[src/rtl/muldiv_pkg.sv]
// Shared definitions for the iterative multiply/divide unit: operation codes,
// FSM states and the rules for divide results that bypass the iteration loop.
package muldiv_pkg;

  localparam logic [2:0] F3_MUL    = 3'b000;
  localparam logic [2:0] F3_MULH   = 3'b001;
  localparam logic [2:0] F3_MULHSU = 3'b010;
  localparam logic [2:0] F3_MULHU  = 3'b011;
  localparam logic [2:0] F3_DIV    = 3'b100;
  localparam logic [2:0] F3_DIVU   = 3'b101;
  localparam logic [2:0] F3_REM    = 3'b110;
  localparam logic [2:0] F3_REMU   = 3'b111;

  typedef enum logic [1:0] {
    ST_IDLE = 2'b00,
    ST_CALC = 2'b01,
    ST_DONE = 2'b10
  } state_t;

  // Width-independent description of a bypass result
  typedef enum logic [1:0] {
    SPC_ZERO     = 2'b00,
    SPC_ONES     = 2'b01,
    SPC_DIVIDEND = 2'b10
  } spc_sel_t;

  // Divide by zero: quotient all-ones, remainder is the dividend
  function automatic spc_sel_t div_zero_rule(input logic is_rem);
    if (is_rem) begin
      return SPC_DIVIDEND;
    end else begin
      return SPC_ONES;
    end
  endfunction

  // Signed overflow (most-negative / -1): quotient is the dividend, remainder 0
  function automatic spc_sel_t div_ovf_rule(input logic is_rem);
    if (is_rem) begin
      return SPC_ZERO;
    end else begin
      return SPC_DIVIDEND;
    end
  endfunction

endpackage

[src/rtl/muldiv_step.sv]
// One radix-2 iteration: shift-add for multiply, restoring shift-subtract for
// divide (divide path only with MULDIV_DIV_EN defined).
module muldiv_step
  import muldiv_pkg::*;
#(
  parameter int WIDTH = 32
) (
`ifdef MULDIV_DIV_EN
  input  logic             is_div,
`endif
  input  logic [WIDTH-1:0] hi,
  input  logic [WIDTH-1:0] lo,
  input  logic [WIDTH-1:0] operand,
  output logic [WIDTH-1:0] hi_next,
  output logic [WIDTH-1:0] lo_next
);

  logic [WIDTH:0]   sum_s;
  logic [WIDTH-1:0] mul_hi_s;
  logic [WIDTH-1:0] mul_lo_s;
`ifdef MULDIV_DIV_EN
  logic [WIDTH:0]   rem_sh_s;
  logic [WIDTH:0]   diff_s;
`endif

  // Next accumulator {hi, lo} for the selected operation
  always_comb begin
    sum_s = {1'b0, hi} + {1'b0, operand};
    if (lo[0]) begin
      {mul_hi_s, mul_lo_s} = {sum_s, lo[WIDTH-1:1]};
    end else begin
      {mul_hi_s, mul_lo_s} = {1'b0, hi, lo[WIDTH-1:1]};
    end
`ifdef MULDIV_DIV_EN
    // hi stays below the divisor, so the shifted remainder fits WIDTH+1 bits
    rem_sh_s = {hi, lo[WIDTH-1]};
    diff_s   = rem_sh_s - {1'b0, operand};
    if (is_div) begin
      if (!diff_s[WIDTH]) begin
        hi_next = diff_s[WIDTH-1:0];
        lo_next = {lo[WIDTH-2:0], 1'b1};
      end else begin
        hi_next = rem_sh_s[WIDTH-1:0];
        lo_next = {lo[WIDTH-2:0], 1'b0};
      end
    end else begin
      hi_next = mul_hi_s;
      lo_next = mul_lo_s;
    end
`else
    hi_next = mul_hi_s;
    lo_next = mul_lo_s;
`endif
  end

endmodule

[src/rtl/muldiv_unit.sv]
// RV32M-style iterative multiply/divide unit with valid/ready handshakes.
// Divide/remainder support is built only when MULDIV_DIV_EN is defined.
module muldiv_unit
  import muldiv_pkg::*;
#(
  parameter int WIDTH = 32,
  parameter int TAG_W = 5
) (
  input  logic             clk,
  input  logic             rst,
  input  logic             in_valid,
  output logic             in_ready,
  input  logic [2:0]       funct3,
  input  logic [WIDTH-1:0] op_a,
  input  logic [WIDTH-1:0] op_b,
  input  logic [TAG_W-1:0] tag_in,
  output logic [TAG_W-1:0] tag_out,
  output logic             out_valid,
  input  logic             out_ready,
  output logic [WIDTH-1:0] result,
  output logic             illegal
);

  localparam int               CNT_W     = $clog2(WIDTH + 1);
  localparam logic [CNT_W-1:0] WIDTH_CNT = CNT_W'(WIDTH);
  localparam logic [CNT_W-1:0] ONE_CNT   = {{(CNT_W-1){1'b0}}, 1'b1};
  localparam logic [WIDTH-1:0] ONE_W     = {{(WIDTH-1){1'b0}}, 1'b1};
  localparam logic [2*WIDTH-1:0] ONE_2W  = {{(2*WIDTH-1){1'b0}}, 1'b1};

  state_t             state_r, state_s;
  logic [CNT_W-1:0]   count_r;
  logic [2:0]         op_r;
  logic [TAG_W-1:0]   tag_r;
  logic [WIDTH-1:0]   hi_r, lo_r, mcand_r, result_r;
  logic               neg_r, special_r, ill_pend_r, illegal_r;
  logic               a_neg_s, b_neg_s, special_s, ill_s;
  logic [WIDTH-1:0]   a_mag_s, b_mag_s, special_val_s, hi_n_s, lo_n_s, final_s;
  logic [2*WIDTH-1:0] prod_s, prod_fix_s;
  spc_sel_t           sel_s;
`ifdef MULDIV_DIV_EN
  logic               rem_neg_r, div0_s, ovf_s;
  logic [WIDTH-1:0]   quot_s, rem_s;
`endif

  assign in_ready  = (state_r == ST_IDLE);
  assign out_valid = (state_r == ST_DONE);
  assign result    = result_r;
  assign tag_out   = tag_r;
  assign illegal   = illegal_r;

  muldiv_step #(.WIDTH(WIDTH)) u_step (
`ifdef MULDIV_DIV_EN
    .is_div  (op_r[2]),
`endif
    .hi      (hi_r),
    .lo      (lo_r),
    .operand (mcand_r),
    .hi_next (hi_n_s),
    .lo_next (lo_n_s)
  );

  // Operand magnitudes and bypass classification of the presented request
  always_comb begin
    a_neg_s = op_a[WIDTH-1] & ((funct3 == F3_MULH) || (funct3 == F3_MULHSU) ||
                               (funct3 == F3_DIV)  || (funct3 == F3_REM));
    b_neg_s = op_b[WIDTH-1] & ((funct3 == F3_MULH) || (funct3 == F3_DIV) ||
                               (funct3 == F3_REM));
    a_mag_s = a_neg_s ? (~op_a + ONE_W) : op_a;
    b_mag_s = b_neg_s ? (~op_b + ONE_W) : op_b;
    sel_s   = SPC_ZERO;
`ifdef MULDIV_DIV_EN
    div0_s    = funct3[2] && (op_b == {WIDTH{1'b0}});
    ovf_s     = funct3[2] && !funct3[0] && (op_a == {1'b1, {(WIDTH-1){1'b0}}}) &&
                (op_b == {WIDTH{1'b1}});
    special_s = div0_s || ovf_s;
    ill_s     = 1'b0;
    if (div0_s) begin
      sel_s = div_zero_rule(funct3[1]);
    end else if (ovf_s) begin
      sel_s = div_ovf_rule(funct3[1]);
    end else begin
      sel_s = SPC_ZERO;
    end
`else
    special_s = funct3[2];
    ill_s     = funct3[2];
`endif
    case (sel_s)
      SPC_ONES:     special_val_s = {WIDTH{1'b1}};
      SPC_DIVIDEND: special_val_s = op_a;
      SPC_ZERO:     special_val_s = {WIDTH{1'b0}};
      default:      special_val_s = {WIDTH{1'b0}};
    endcase
  end

  // Sign fix-up and half selection of the last iteration's accumulator
  always_comb begin
    prod_s     = {hi_n_s, lo_n_s};
    prod_fix_s = neg_r ? (~prod_s + ONE_2W) : prod_s;
    if (op_r == F3_MUL) begin
      final_s = prod_fix_s[WIDTH-1:0];
    end else begin
      final_s = prod_fix_s[2*WIDTH-1:WIDTH];
    end
`ifdef MULDIV_DIV_EN
    quot_s = neg_r ? (~lo_n_s + ONE_W) : lo_n_s;
    rem_s  = rem_neg_r ? (~hi_n_s + ONE_W) : hi_n_s;
    if (op_r[2]) begin
      final_s = op_r[1] ? rem_s : quot_s;
    end else begin
      final_s = final_s;
    end
`endif
  end

  // FSM state register
  always_ff @(posedge clk or posedge rst) begin
    if (rst) begin
      state_r <= ST_IDLE;
    end else begin
      state_r <= state_s;
    end
  end

  // FSM next state
  always_comb begin
    state_s = state_r;
    case (state_r)
      ST_IDLE: state_s = in_valid ? ST_CALC : ST_IDLE;
      ST_CALC: state_s = (count_r == ONE_CNT) ? ST_DONE : ST_CALC;
      ST_DONE: state_s = out_ready ? ST_IDLE : ST_DONE;
      default: state_s = ST_IDLE;
    endcase
  end

  // Request capture, iteration and result registers
  always_ff @(posedge clk or posedge rst) begin
    if (rst) begin
      count_r    <= {CNT_W{1'b0}};
      op_r       <= 3'b000;
      tag_r      <= {TAG_W{1'b0}};
      hi_r       <= {WIDTH{1'b0}};
      lo_r       <= {WIDTH{1'b0}};
      mcand_r    <= {WIDTH{1'b0}};
      result_r   <= {WIDTH{1'b0}};
      neg_r      <= 1'b0;
      special_r  <= 1'b0;
      ill_pend_r <= 1'b0;
      illegal_r  <= 1'b0;
`ifdef MULDIV_DIV_EN
      rem_neg_r  <= 1'b0;
`endif
    end else begin
      case (state_r)
        ST_IDLE: begin
          if (in_valid) begin
            op_r       <= funct3;
            tag_r      <= tag_in;
            neg_r      <= a_neg_s ^ b_neg_s;
            special_r  <= special_s;
            ill_pend_r <= ill_s;
`ifdef MULDIV_DIV_EN
            rem_neg_r  <= a_neg_s;
`endif
            // Bypass results park in hi_r for one CALC cycle so every
            // latency is counted from the accepting edge the same way
            if (special_s) begin
              hi_r    <= special_val_s;
              lo_r    <= {WIDTH{1'b0}};
              mcand_r <= {WIDTH{1'b0}};
              count_r <= ONE_CNT;
            end else if (funct3[2]) begin
              hi_r    <= {WIDTH{1'b0}};
              lo_r    <= a_mag_s;
              mcand_r <= b_mag_s;
              count_r <= WIDTH_CNT;
            end else begin
              hi_r    <= {WIDTH{1'b0}};
              lo_r    <= b_mag_s;
              mcand_r <= a_mag_s;
              count_r <= WIDTH_CNT;
            end
          end
        end
        ST_CALC: begin
          hi_r    <= hi_n_s;
          lo_r    <= lo_n_s;
          count_r <= count_r - ONE_CNT;
          if (count_r == ONE_CNT) begin
            result_r  <= special_r ? hi_r : final_s;
            illegal_r <= ill_pend_r;
          end
        end
        ST_DONE: begin
          count_r <= count_r;
        end
        default: begin
          count_r <= {CNT_W{1'b0}};
        end
      endcase
    end
  end

endmodule

[config.mk]
export PLATFORM = sky130hd
export DESIGN_NAME = muldiv_unit
export DESIGN_NICKNAME = d
export VERILOG_FILES = /design/src/rtl/muldiv_pkg.sv /design/src/rtl/muldiv_step.sv /design/src/rtl/muldiv_unit.sv
export SDC_FILE = /design/constraint.sdc
export NUM_CORES = 1
export LEC_CHECK = 0
export ABC_AREA = 1
export CORE_MARGIN = 2
export CORE_UTILIZATION = 45
export CTS_BUF_LIST = sky130_fd_sc_hd__clkbuf_8
export CTS_CLUSTER_SIZE = 14
export DETAILED_ROUTE_END_ITERATION = 10
export GPL_ROUTABILITY_DRIVEN = 0
export PLACE_DENSITY = 0.73
export SYNTH_ARGS = -nofsm -noshare
export SYNTH_HDL_FRONTEND = slang
export SYNTH_HIERARCHICAL = 1
export SYNTH_SLANG_ARGS = --single-unit
[constraint.sdc]
create_clock -name clk -period 12.4 [get_ports clk]
set_input_delay 2.48 -clock clk [delete_from_list [all_inputs] [get_ports clk]]
set_output_delay 2.48 -clock clk [all_outputs]
set_load 0.03 [all_outputs]
==> run summary, run 1 <==
GRT overflow: 0
Port Buffers: 115
Post-Route WL: 46600 µm
Core ar.: 0.0297 mm²
Register area share after synthesis: 26.8%
Post-CTS Setup Inserts: 0
Peak VDD IR: 217 µV
R2R Path End: result[31]$_DFFE_PP0P_
DRT antenna net count: 0
Max_cap viols: 0
Chip Height: 178 µm
Antenna violations before repair: 0
Worst Hold Path Cells: 2
Crit path DAT: 4.95 ns
Slew Viols, Final: 0
Reg2reg start: lo_r[0]$_DFFE_PP0P_
Hold path endpoint: result[31]$_DFFE_PP0P_
Drt first pass iters: 8
Row count: 63
Worst-margin pin slew: 1.16 ns
Total negative slack: 0 ns
Share of cells above drive strength 1: 3.89%
CP Launch Type: primary input
Syn Std Cell Area: 0.0137 mm²
Largest net degree at the start of global routing: 81
Synth Net Count: 2448
WS Path Type: primary input to register
Post-synthesis sequential element count: 146
Cell variety after synth: 46
Pwr dens: 248 mW/mm²
Filler-free cell count of the finished design: 2778
Nets: 2489
Worst-Skew Late Latency: 0.48 ns
Switching fraction of total power: 55.8%
Min cycle time layout: 4.54 ns
Fin crit share: 36.6%
Die width: 178 µm
Unrepaired setup endpoints after global routing: no
Final setup fails: 0
CTS tree: yes
Fin Clk Skew: 0.0288 ns
Area growth syn-to-layout: 11.6%
Clock sink total: 146
Finished Cell Area: 0.0152 mm²
Sequential power share: 25.3%
DRT iter0 DRCs: 1922
First-pass GRT wire length: 74800 µm
Asr flop ratio synth: 100%
Normalized max-slew margin: 22.8%
Comb pwr share: 63.6%
Post-layout util: 51.3%
Post-Syn Instances: 2334
Clock transition at path regs: 0.11 ns
Vias in the first global route: 14.2k
Int Pwr: 1670 µW
Hold_sp: result[31]$_DFFE_PP0P_
Yosys warning count: 6
DR vias/cell: 5.57
Initial Utilization: 45.9%
Placed cell area: 0.0148 mm²
Final Hold Fails: 0
R2R depth: 12
Clk root buf: clkbuf_8
Largest cells by area after synthesis: dfrtp_1 27%, nand2_1 23%, inv_1 8.3%
Sw power: 2110 µW
Pleak: 0.00766 µW
Post-synth EDFFs: 0
HPWL Detailed: 35700 µm
Clk buf depth: 2
TritonCTS Buffers: 17
Hold_buf cts: 0
Area leader, netlist: dfrtp_1
Clk pwr share: 11.1%
Placed Cells: 2746
Die area: 0.0317 mm²
GR Util All Layers: 29.8%
ANT cells: 0
Req. time, crit path: 12.81 ns
DRC errors left: 0
Outcome: completed
IO Count: 116
DR vias: 15.5k
Post_cts resized: 0
DR WL/cell: 16.8 µm
Crit path capture type: register
Top FF cell, synth: dfrtp_1
CTS HTree Levels: 4
Worst hold path class: register to register
Area share of the largest cell type after synthesis: 26.8%
Mapped Avg Cell Area: 5.85 µm²
Max Clk Rate: 220 MHz
Crit-path max FO: 34
R2R Setup Slk: 8.48 ns
## layout by cell type (no fill, tap or decap), types with 3 or more instances in the layout
cell / n
nand2_1: 824
inv_1: 301
nor2_1: 243
nand3_1: 218
dfrtp_1: 145
o21ai_0: 141
clkdlybuf4s50_1: 115
a21oi_1: 90
ha_1: 37
o22ai_1: 31
nor3_1: 22
o21ai_1: 21
a2bb2oi_1: 20
clkbuf_8: 17
or2_2: 14
nand3b_1: 12
a21boi_1: 12
xnor2_1: 12
nand4_1: 11
buf_4: 10
nand2_2: 9
nor2_2: 8
a31oi_1: 7
inv_2: 5
xor2_1: 5
a21boi_0: 5
nand3_2: 5
o21bai_1: 4
inv_6: 4
clkinv_4: 4
inv_8: 4
o21ai_2: 3
o211ai_1: 3
o31ai_1: 3
## final cells by class
| class | count | area, µm² |
|---|---|---|
| Fill cell | 3033 | 14500 |
| Sequential cell | 146 | 3650 |
| Clock buffer | 17 | 234 |
| Clock inverter | 15 | 190 |
| Inverter | 308 | 1160 |
| Multi-Input combinational cell | 1777 | 8280 |
| Timing Repair Buffer | 125 | 1230 |
| Tap cell | 390 | 488 |
## power groups by stage
stage	clock network [µW]	logic, µW	registers (µW)
6_report	420	2400	955
5_1_grt	443	2670	972
4_1_cts	423	2350	942
3_5_place_dp	0	2340	947
3_3_place_gp	0	2300	945
2_1_floorplan	0	1750	891
## cell families after synthesis
| group | share of synthesized area, % |
|---|---|
| compound gates | 14.6 |
| xor+xnor | 1.09 |
| fa+ha+maj | 3.54 |
| buf+inv | 12.6 |
| flops | 26.8 |
| simple gates | 41.4 |
## how the worst max path moves through the flow
stage,cells past startpoint,from,slack (ns),end
4_1_cts,8,funct3[2],7.90,lo_r[22]$_DFFE_PP0P_
3_5_place_dp,8,funct3[2],7.40,lo_r[22]$_DFFE_PP0P_
3_3_place_gp,10,funct3[2],7.47,mcand_r[29]$_DFFE_PP0P_
5_1_grt,10,funct3[2],7.60,mcand_r[29]$_DFFE_PP0P_
6_report,10,funct3[2],7.86,mcand_r[29]$_DFFE_PP0P_
2_1_floorplan,1,rst,6.00,count_r[0]$_DFFE_PP0P_
## metrics by stage
step	power (µW)	worst slack, ns	hold WS, ns
after floorplan	2640	6.00	0.448
after global placement	3250	7.47	0.464
after detailed placement	3290	7.40	0.462
after CTS	3720	7.90	0.493
after global routing	4090	7.60	0.508
final	3780	7.86	0.487
## layer usage
layer  up-vias  GRT usage [%]  routed length [µm]
li1       7514              -                   -
met1      7044           41.2               20100
met2       794           45.7               20000
met3       131           4.33                4240
met4         0           14.7                2210
met5         -              0                   0
## synth_stat cells (4+ instances only)
library cell / instances
nand2_1: 825
inv_1: 303
nor2_1: 244
nand3_1: 218
dfrtp_1: 146
o21ai_0: 141
a21oi_1: 90
clkbuf_1: 45
buf_4: 37
ha_1: 37
o22ai_1: 31
nor3_1: 23
o21ai_1: 21
a2bb2oi_1: 20
buf_2: 18
or2_2: 14
a21boi_1: 12
nand3b_1: 12
xnor2_1: 12
nand4_1: 11
nand2_2: 8
a31oi_1: 7
nor2_2: 7
a21boi_0: 5
nand3_2: 5
xor2_1: 5
inv_2: 4
o21bai_1: 4
## sequential cells by signal (all words and copies together) (netlist names)
name and flops:
illegal 1, lo_r 32, result 32, count_r 6, op_r 3, hi_r 32, mcand_r 32, state_r 2
tag_out 5, neg_r 1
## worst max-delay path: stages
cell	delay [ns]
clkdlybuf4s50_1	0.59
xor2_1	0.24
nand2_1	0.07
o21ai_1	0.14
nand2_2	0.31
inv_2	0.54
o21ai_0	0.25
nand3_1	0.11
nand2_1	0.05
o21ai_0	0.16
(Power assumes the default switching activity.)
==> inputs of run 2 (changes only) <==
- clock period: 12.4 -> 4.4 ns (I/O delays scaled with it)
==> run summary, run 2 (synthesis gave the netlist of run 1 again) <==
Pwr dens: 700 mW/mm²
Crit-path max FO: 5
Clk root buf: clkbuf_8
Critical-path cell list: ha_1, fa_1, nand3_1, nand3_1, a21oi_1, xor2_1, o21ai_0, nor2_1, nand2_1, nor2_1, nand2_1, o21ai_0, nand3_1, nand3_1, nand2_1, nand2_1, nand2_1
Placed cell area: 0.0149 mm²
Leading cell type in the layout, fill and taps excluded: nand2_1
Peak VDD IR: 526 µV
Die area: 0.0317 mm²
CP Launch Type: register
Unrepaired setup endpoints after global routing: no
DR vias/cell: 5.61
Post_cts resized: 0
Nets: 2494
DRC errors left: 0
Slew Viols, Final: 0
Outcome: completed
Pleak: 0.00768 µW
GRT overflow: 0
Area growth syn-to-layout: 11.8%
Largest net degree at the start of global routing: 76
Most frequent cells in the layout: 824 x nand2_1, 301 x inv_1, 243 x nor2_1
HPWL Detailed: 36400 µm
Chip Height: 178 µm
DRT antenna net count: 0
CP dominant cell by count: nand2_1
IO Count: 116
Total negative slack: 0 ns
Overall power: 10700 µW
Largest stage delay on the critical path: 0.47 ns
First-pass GRT wire length: 75100 µm
Final Hold Fails: 0
Normalized max-slew margin: 6.33%
CTS tree: yes
GR Util All Layers: 30.1%
TritonCTS Buffers: 17
Worst-margin pin slew: 1.40 ns
Slowest-stage cell, CP: fa_1
Core ar.: 0.0297 mm²
Finished Cell Area: 0.0153 mm²
Fin crit share: 82.5%
Share of cells above drive strength 1: 4.10%
Final setup fails: 0
Placed Cells: 2751
DR vias: 15.6k
WS Path Type: register to register
ANT cells: 0
DR WL/cell: 17.0 µm
Fin Clk Skew: 0.0204 ns
Vias in the first global route: 14.0k
Req. time, crit path: 4.79 ns
Crit path capture type: register
Drt first pass iters: 9
Clock transition at path regs: 0.10 ns
DRT iter0 DRCs: 1999
Filler-free cell count of the finished design: 2783
Initial Utilization: 45.9%
Crit path DAT: 4.02 ns
Max_cap viols: 0
Clk buf depth: 2
Worst hold path class: register to register
Max Clk Rate: 276 MHz
Worst-Skew Late Latency: 0.50 ns
Min cycle time layout: 3.63 ns
R2R Setup Slk: 0.77 ns
Post-Route WL: 47400 µm
CTS HTree Levels: 4
Post-CTS Setup Inserts: 0
Row count: 63
Die width: 178 µm
Port Buffers: 115
Hold_buf cts: 0
Antenna violations before repair: 0
Clock sink total: 146
[run 2: cell types whose count changed in the layout (fill, tap and decap cells not counted), sizes merged]
cell    before  now
clkinv       6    5
bufinv       2    0
inv        314  317
buf         10   15
[run 2: final timing paths]
check,startpoint,to,cells past startpoint
min in group asynchronous,rst,result[15]$_DFFE_PP0P_,3
worst max-delay path,hi_r[0]$_DFFE_PP0P_,result[17]$_DFFE_PP0P_,17
worst min-delay path,tag_out[0]$_DFFE_PP0P_,tag_out[0]$_DFFE_PP0P_,2
worst min register to register,tag_out[0]$_DFFE_PP0P_,tag_out[0]$_DFFE_PP0P_,2
worst max register to register,hi_r[0]$_DFFE_PP0P_,result[17]$_DFFE_PP0P_,17
max in group asynchronous,rst,mcand_r[20]$_DFFE_PP0P_,3
[run 2: cell type report]
type / instances / area, µm²
fillers: 3022 / 14500
clock inverters: 15 / 160
flip-flops and latches: 146 / 3650
multi-input cells: 1777 / 8280
repair buffers: 130 / 1290
well taps: 390 / 488
clock buffers: 17 / 234
inverters: 308 / 1160
[run 2: layer usage]
layer / share of wire, % / vias up / GRT usage, %
li1: - / 7505 / -
met1: 42 / 7089 / 41.7
met2: 43 / 865 / 45.4
met3: 10 / 146 / 5.90
met4: 4.3 / 0 / 13.3
met5: 0 / - / 0
[run 2: where the power goes]
| part | leakage, µW | switching, µW | total (µW) | internal (µW) |
|---|---|---|---|---|
| registers | 0.00183 | 790 | 2710 | 1920 |
| logic | 0.00565 | 4600 | 6880 | 2280 |
| clock network | 0.000203 | 672 | 1100 | 430 |
[run 2: critical path: cells and delay by family (launching register included)]
family / cells / cell delay (ns)
AND/OR/NAND/NOR: 11 / 1.25
AO/OA/AOI/OAI: 3 / 0.95
adder cells (fa/ha/maj): 2 / 0.73
flip-flops: 1 / 0.41
XOR/XNOR: 1 / 0.18
[run 2: per-stage QoR]
stage               util (%)  hold WS [ns]  worst slack, ns
floorplan                  -         0.448             1.59
global placement        50.0         0.453            0.997
detailed placement      50.0         0.462            0.889
CTS                     51.4         0.488            0.895
global route            51.4         0.505            0.543
finish                  51.4         0.482            0.771
